`src/rtl/fifo_arb_pkg.sv`:
```
// Shared types and width helpers for the FIFO write-port arbiter.
package fifo_arb_pkg;

  typedef enum logic {IDLE, BURST} state_t;

  function automatic int id_width(input int num_req);
    return (num_req > 1) ? $clog2(num_req) : 1;
  endfunction

  // The count must be able to reach MAX_BURST itself, hence the +1.
  function automatic int cnt_width(input int max_burst);
    return $clog2(max_burst + 1);
  endfunction

endpackage

```
`src/rtl/fifo_wr_arbiter_if.sv`:
```
// Requester/FIFO-side signal bundle of the arbiter; master is the arbiter itself.
interface fifo_wr_arbiter_if import fifo_arb_pkg::*; #(
  parameter int NUM_REQ    = 4,
  parameter int DATA_WIDTH = 8,
  parameter int ID_W       = id_width(NUM_REQ)
) ();

  logic [NUM_REQ-1:0]            req_i;
  logic [NUM_REQ*DATA_WIDTH-1:0] wdata_i;
  logic [NUM_REQ-1:0]            ack_o;
  logic                          full_i;
  logic                          wr_en_o;
  logic [DATA_WIDTH-1:0]         wdata_o;
  logic                          busy_o;
  logic [ID_W-1:0]               owner_o;

  modport master (
    input  req_i, wdata_i, full_i,
    output ack_o, wr_en_o, wdata_o, busy_o, owner_o
  );

  modport slave (
    output req_i, wdata_i, full_i,
    input  ack_o, wr_en_o, wdata_o, busy_o, owner_o
  );

endinterface

```
`src/rtl/fifo_wr_arbiter_rr_pick.sv`:
```
// Round-robin winner search starting just after the last owner.
module rr_pick import fifo_arb_pkg::*; #(
  parameter int NUM_REQ = 4,
  parameter int ID_W    = id_width(NUM_REQ)
) (
  input  logic [NUM_REQ-1:0] req,
  input  logic [ID_W-1:0]    last,
  output logic               valid,
  output logic [ID_W-1:0]    winner
);

  logic [2*NUM_REQ-1:0] dbl;
  logic [2*NUM_REQ-1:0] mask;
  logic [2*NUM_REQ-1:0] cand;

  // Doubling the vector turns the wrap-around search into a linear window last+1 .. last+NUM_REQ.
  always_comb begin
    dbl = {req, req};
    for (int i = 0; i < 2*NUM_REQ; i++) begin
      mask[i] = (i > int'(last)) && (i <= int'(last) + NUM_REQ);
    end
    cand   = dbl & mask;
    valid  = |cand;
    winner = '0;
    for (int i = 2*NUM_REQ-1; i >= 0; i--) begin
      if (cand[i]) winner = ID_W'(i % NUM_REQ);
    end
  end

endmodule

```
`src/rtl/fifo_wr_arbiter.sv`:
```
// Round-robin, burst-locked sharing of one FIFO write port among NUM_REQ producers.
module fifo_wr_arbiter import fifo_arb_pkg::*; #(
  parameter int NUM_REQ    = 4,
  parameter int DATA_WIDTH = 8,
  parameter int MAX_BURST  = 4,
  parameter int ID_W       = id_width(NUM_REQ)
) (
  input  logic              clk,
  input  logic              rst,
  fifo_wr_arbiter_if.master bus
);

  localparam int              CNT_W   = cnt_width(MAX_BURST);
  localparam logic [ID_W-1:0] LAST_ID = ID_W'(NUM_REQ - 1);
  localparam logic [CNT_W-1:0] CNT_MAX = CNT_W'(MAX_BURST);

  state_t            state;
  logic [ID_W-1:0]   owner;
  logic [CNT_W-1:0]  count;
  logic [CNT_W-1:0]  count_inc;
  logic              pick_valid;
  logic [ID_W-1:0]   pick_id;
  logic              owner_req;
  logic              beat;

  rr_pick #(.NUM_REQ(NUM_REQ), .ID_W(ID_W)) u_pick (
    .req    (bus.req_i),
    .last   (owner),
    .valid  (pick_valid),
    .winner (pick_id)
  );

  assign owner_req = bus.req_i[owner];
  assign count_inc = count + CNT_W'(1);

  // A beat never fires while full or during the reset cycle, so the FIFO cannot overflow.
  assign beat = !rst && (state == BURST) && owner_req && !bus.full_i;

  always_comb begin
    bus.ack_o        = '0;
    bus.ack_o[owner] = beat;
  end

  assign bus.wr_en_o = beat;
  assign bus.wdata_o = beat ? bus.wdata_i[owner*DATA_WIDTH +: DATA_WIDTH] : '0;
  assign bus.busy_o  = (state == BURST);
  assign bus.owner_o = owner;

  always_ff @(posedge clk) begin
    if (rst) begin
      state <= IDLE;
      owner <= LAST_ID;
      count <= '0;
    end else begin
      case (state)
        IDLE: begin
          if (pick_valid) begin
            owner <= pick_id;
            count <= '0;
            state <= BURST;
          end
        end
        BURST: begin
          // A full stall holds both the count and the grant.
          if (beat) begin
            count <= count_inc;
            if (count_inc == CNT_MAX) state <= IDLE;
          end else if (!owner_req) begin
            state <= IDLE;
          end
        end
        default: state <= IDLE;
      endcase
    end
  end

endmodule

```
`src/flat_wrapper.sv`:
```
// flat-port wrapper written by rule: the top's interface ports become plain ports
module fifo_wr_arbiter_flat import fifo_arb_pkg::*;
#(
  parameter int NUM_REQ    = 4,
  parameter int DATA_WIDTH = 8,
  parameter int MAX_BURST  = 4,
  parameter int ID_W       = id_width(NUM_REQ)
)
  (clk, rst, bus_req_i, bus_wdata_i, bus_full_i, bus_ack_o, bus_wr_en_o, bus_wdata_o, bus_busy_o, bus_owner_o);
  fifo_wr_arbiter_if #(.NUM_REQ(NUM_REQ), .DATA_WIDTH(DATA_WIDTH), .ID_W(ID_W)) bus_i ();
  input  logic clk;
  input  logic rst;
  input wire logic [$bits(bus_i.req_i)-1:0] bus_req_i;
  input wire logic [$bits(bus_i.wdata_i)-1:0] bus_wdata_i;
  input wire logic [$bits(bus_i.full_i)-1:0] bus_full_i;
  output wire logic [$bits(bus_i.ack_o)-1:0] bus_ack_o;
  output wire logic [$bits(bus_i.wr_en_o)-1:0] bus_wr_en_o;
  output wire logic [$bits(bus_i.wdata_o)-1:0] bus_wdata_o;
  output wire logic [$bits(bus_i.busy_o)-1:0] bus_busy_o;
  output wire logic [$bits(bus_i.owner_o)-1:0] bus_owner_o;
  assign bus_i.req_i = bus_req_i;
  assign bus_i.wdata_i = bus_wdata_i;
  assign bus_i.full_i = bus_full_i;
  assign bus_ack_o = bus_i.ack_o;
  assign bus_wr_en_o = bus_i.wr_en_o;
  assign bus_wdata_o = bus_i.wdata_o;
  assign bus_busy_o = bus_i.busy_o;
  assign bus_owner_o = bus_i.owner_o;
  fifo_wr_arbiter #(.NUM_REQ(NUM_REQ), .DATA_WIDTH(DATA_WIDTH), .MAX_BURST(MAX_BURST), .ID_W(ID_W)) u_core (.clk(clk), .rst(rst), .bus(bus_i));
endmodule
```
`config.mk`:
```
export PLATFORM = sky130hd
export DESIGN_NAME = fifo_wr_arbiter_flat
export DESIGN_NICKNAME = d
export VERILOG_FILES = /design/src/rtl/fifo_arb_pkg.sv /design/src/rtl/fifo_wr_arbiter_if.sv /design/src/rtl/fifo_wr_arbiter_rr_pick.sv /design/src/rtl/fifo_wr_arbiter.sv /design/src/flat_wrapper.sv
export SDC_FILE = /design/constraint.sdc
export NUM_CORES = 1
export LEC_CHECK = 0
export CORE_UTILIZATION = 35
export CTS_BUF_LIST = sky130_fd_sc_hd__clkbuf_8
export DETAILED_ROUTE_END_ITERATION = 12
export HOLD_SLACK_MARGIN = 0.03
export PLACE_DENSITY = 0.82
export SLEW_MARGIN = 20
export SYNTH_ARGS = -nofsm -noshare
export SYNTH_HDL_FRONTEND = slang
export SYNTH_HIERARCHICAL = 1
export SYNTH_SLANG_ARGS = --single-unit
export TNS_END_PERCENT = 1
```
`constraint.sdc`:
```
create_clock -name clk -period 2 [get_ports clk]
set_input_delay 0.4 -clock clk [delete_from_list [all_inputs] [get_ports clk]]
set_output_delay 0.4 -clock clk [all_outputs]
set_load 0.005 [all_outputs]
```
==> out/qor_table.md <==
| Step | Parameter | This run |
| --- | --- | --- |
| run status | Status | complete, but fails checks |
| run status | Failing checks | setup timing |
| critical path | Crit-path max cell delay | 0.49 ns |
| sta | Final count of hold timing violations | 0 |
| clock tree | Source-to-sink clock delay at the later pin of the worst-skew pair | 0.22 ns |
| sta | Final Worst Setup Slack | -0.0530 ns |
| hold path | Kind of path behind the tightest hold check | reg2reg |
| power and ir drop | Total power consumption of the routed design | 0.000726 W |
| critical path | Slack of the worst reg-to-reg path | 0.15 ns |
| critical path | CP Capture Type | output pin |
| finish | N_diodes | 0 |
| drt | DRT antenna net count | 0 |
| logic synthesis | FFs w/ async S/R, synth | 0 |
| logic synthesis | XOR/XNOR share of the synthesized area | 0 |
| finish | Share of final-layout standard cells stronger than drive strength 1 | 0.497 |
| logic synthesis | Combinational family with the most area after synthesis | multiplexers |
| critical path | Cell at the slowest stage of the critical path | mux4_2 |
| sta | Total count of max-transition violations in the final report | 0 |
| logic synthesis | Mux share of post-synthesis cell area | 0.348 |
| logic synthesis | Area fraction in and, or, nand and nor cells after synthesis | 0.329 |
| logic synthesis | Number of synthesized register bits | 6 |
| critical path | Cell type with the highest occurrence count on the critical path | buf_6 |
| flow run | Max Cap Violations | 0 |
| place | RePlAce Congestion | 0.692 |
| place | Post-DP HPWL | 1980 µm |
| drt | # DRC | 0 |
| logic synthesis | Synth Area in Compound Gates | 0.0739 |
| sta | Post-route clock period utilization | 1.03 |
| global route | Maximum number of pins on one net before global-route repair | 14 |
| clock tree | Total CTS buffers | 3 |
| die | Num rows | 16 |
| global route | Initial antenna violation count | 0 |
| logic synthesis | Synthesized area per cell | 10.3 µm² |
| global route | Total global routing track utilization | 0.358 |
| critical path | Crit path buffers/inverters | 3 |
| critical path | Start-to-end type of the worst setup path | reg2out |
| drt | Number of vias per cell after detailed routing | 5.63 |
| sta | Post-Route Skew | 0.000924 ns |
| clock tree | Number of buffers on the longest clock path | 2 |
| logic synthesis | Gate Count Post-Synth | 72 |
| global route | Vias in the first global route | 1042 |
| die | Initial core utilization | 0.376 |
| power and ir drop | Cell leakage power | 0.766 nW |
| finish | Post-layout instance area | 0.00166 mm² |
| global route | Wire length of the first global-routing pass | 5330 µm |
| finish | Most common library cell in the layout ignoring fill and taps | clkdlybuf4s50_1 |
| drt | Avg WL per Cell | 21.4 µm |
| clock tree | Clock tree root driver cell | clkbuf_8 |
| die | Die outline width | 48.1 µm |
| drt | Number of DRC markers in iteration 0 | 37 |
| die | Overall die area | 0.00232 mm² |
| clock tree | # H-tree levels | 1 |
| die | Die height | 48.1 µm |
| critical path | Depth of the critical timing path with buffers and inverters included | 5 |
| finish | Top library cells by usage in the layout, fill and taps aside | clkdlybuf4s50_1, buf_4, buf_6 |
| sta | Post-layout minimum cycle time | 2.05 ns |
| critical path | Category of cells accounting for the largest share of critical-path delay | multiplexers |
| power and ir drop | Cell area power density | 437 mW/mm² |
| logic synthesis | Seq/Total Area, Yosys | 0.161 |
| finish | Layout-stage area growth over the synthesis result | 123% |
| sta | Summed negative setup slack over all endpoints | -0.155 ns |
| die | Number of top-level pins | 55 |
| critical path | Launching point of the worst reg2reg path | u_core/bus.owner_o[0] |
| logic synthesis | Nets in the synthesized netlist | 113 |
| critical path | Endpoint of the most critical register-to-register path | u_core/count[2] |
| die | Core region area | 0.00198 mm² |
| critical path | Worst reg-to-reg path cell count | 6 |
| logic synthesis | Post-Synthesis Cell Area | 744 µm² |
| sta | Transition time at the pin with the least slew margin | 0.536 ns |
| critical path | Required time worst endpoint | 1.60 ns |
| place | Worst slack at placement | -0.571 ns |
| logic synthesis | Warnings, synthesis | 6 |
| clock tree | Clk sink count | 6 |
| sta | Final worst hold slack | 0.594 ns |
| drt | Post-Route WL | 3890 µm |
| sta | Unrepaired setup endpoints after global routing | yes |
| drt | Routed vias | 1025 |
| critical path | Worst-path fanout max | 5 |
| clock tree | Reg clk slew, reported paths | 0.03 ns |
| logic synthesis | Arithmetic-cell share of the synthesized area counting full adders, half adders and majority gates | 0.0336 |
| place | Cell area after placement | 0.00144 mm² |
| drt | Number of optimization iterations in the first detailed-route pass | 4 |
| critical path | Worst setup path start | u_core/bus.owner_o[0] |
| critical path | Critical-path cell list | buf_12 > buf_6 > mux4_2 > and3_4 > buf_6 |
| logic synthesis | Synth cell types | 30 |
| logic synthesis | EDFF count, synth | 0 |
| critical path | Worst Setup EP | bus_wdata_o[3] |
| sta | Worst slew margin | 0.642 |
| sta | Peak Freq | 487 MHz |
| global route | Remaining Overflow, GRT | 0 |
| critical path | Critical path data arrival time | 1.65 ns |
| critical path | Startpoint Class | flip-flop |
| logic synthesis | Main flop type after synthesis | dfxtp_1 |
| finish | # nets final | 198 |
| power and ir drop | Peak supply drop | 0.477 mV |
| place | Port-buffer cells | 54 |
| sta | Final setup vio count | 5 |
| clock tree | Clock tree from TritonCTS | done |
-- flip-flops by register name (all words and copies together) (netlist names) --
signal / count
u_core/bus.owner_o: 2
u_core/count: 3
u_core/bus.busy_o: 1
-- report_power, final --
group	internal, W	switching [W]	leakage [nW]
registers	0.000130	0.0000170	0.0496
clock network	0.000129	0.0000479	0.0216
logic	0.000252	0.000150	0.695
-- cell usage after synthesis (2+ instances only) --
cell / number / share of area
dfxtp_1: 6 / 0.16
nor2_1: 5 / 0.025
mux2_4: 3 / 0.060
ha_1: 2 / 0.034
and3_1: 8 / 0.067
inv_1: 3 / 0.015
clkbuf_1: 2 / 0.010
nor3_1: 3 / 0.020
nand2_1: 3 / 0.015
nor2b_1: 5 / 0.042
a211o_1: 2 / 0.024
mux4_2: 6 / 0.18
nor3b_1: 2 / 0.020
nor2b_2: 2 / 0.024
o21ai_1: 2 / 0.013
buf_2: 2 / 0.013
mux4_1: 3 / 0.11
-- logic make-up (layout without fill, tap and decap cells) --
logic type	Yosys count	in the layout
AOI/OAI and AO/OA	7	7
and+or+nand+nor	37	37
muxes	12	13
DFF	6	6
buffers and inverters	8	90
adders and majority gates	2	2
-- worst min-delay path by stage --
| stage | from | end | depth (start not counted) |
|---|---|---|---|
| 2_1_floorplan | u_core/bus.busy_o | u_core/bus.busy_o | 2 |
| 3_3_place_gp | u_core/count[0] | u_core/count[0] | 2 |
| 3_5_place_dp | u_core/count[0] | u_core/count[0] | 2 |
| 4_1_cts | u_core/count[0] | u_core/count[0] | 2 |
| 5_1_grt | u_core/count[0] | u_core/count[0] | 2 |
| 6_report | u_core/count[0] | u_core/count[0] | 2 |
-- routing by layer --
metal | vias up | share of wire | GRT usage
met5 | - | 0 | 0
met4 | 0 | 0.031 | 0.156
met3 | 15 | 0.10 | 0.100
met2 | 88 | 0.49 | 0.624
met1 | 470 | 0.37 | 0.408
li1 | 452 | - | -
-- worst min-delay path: stages (launching register included) --
cell and delay [ns]:
dfxtp_1 0.32, nor2_1 0.11, mux2_4 0.14
-- layout make-up --
cell class | instances | area [µm²]
tap | 27 | 33.8
sequential | 6 | 125
inverter | 3 | 11.3
fill | 102 | 322
clock buffer | 3 | 41.3
multi-input combinational | 59 | 667
timing repair buffer | 84 | 782
-- per-stage QoR --
stage | instances | util
CTS | 182 | 0.831
finish | 182 | 0.838
global placement | 166 | 0.725
global route | 182 | 0.838
detailed placement | 166 | 0.725
floorplan | 72 | -
-- what timing repair did --
| item | in CTS | in global routing |
|---|---|---|
| resized for setup | 67 | 18 |
| gates cloned | 2 | 0 |
| endpoints found under the setup margin | 13 | 13 |
| setup buffers | 11 | 0 |
| pin swaps | 10 | 4 |
| hold buffers | 0 | 0 |
Power figures use the tool's default switching activity.
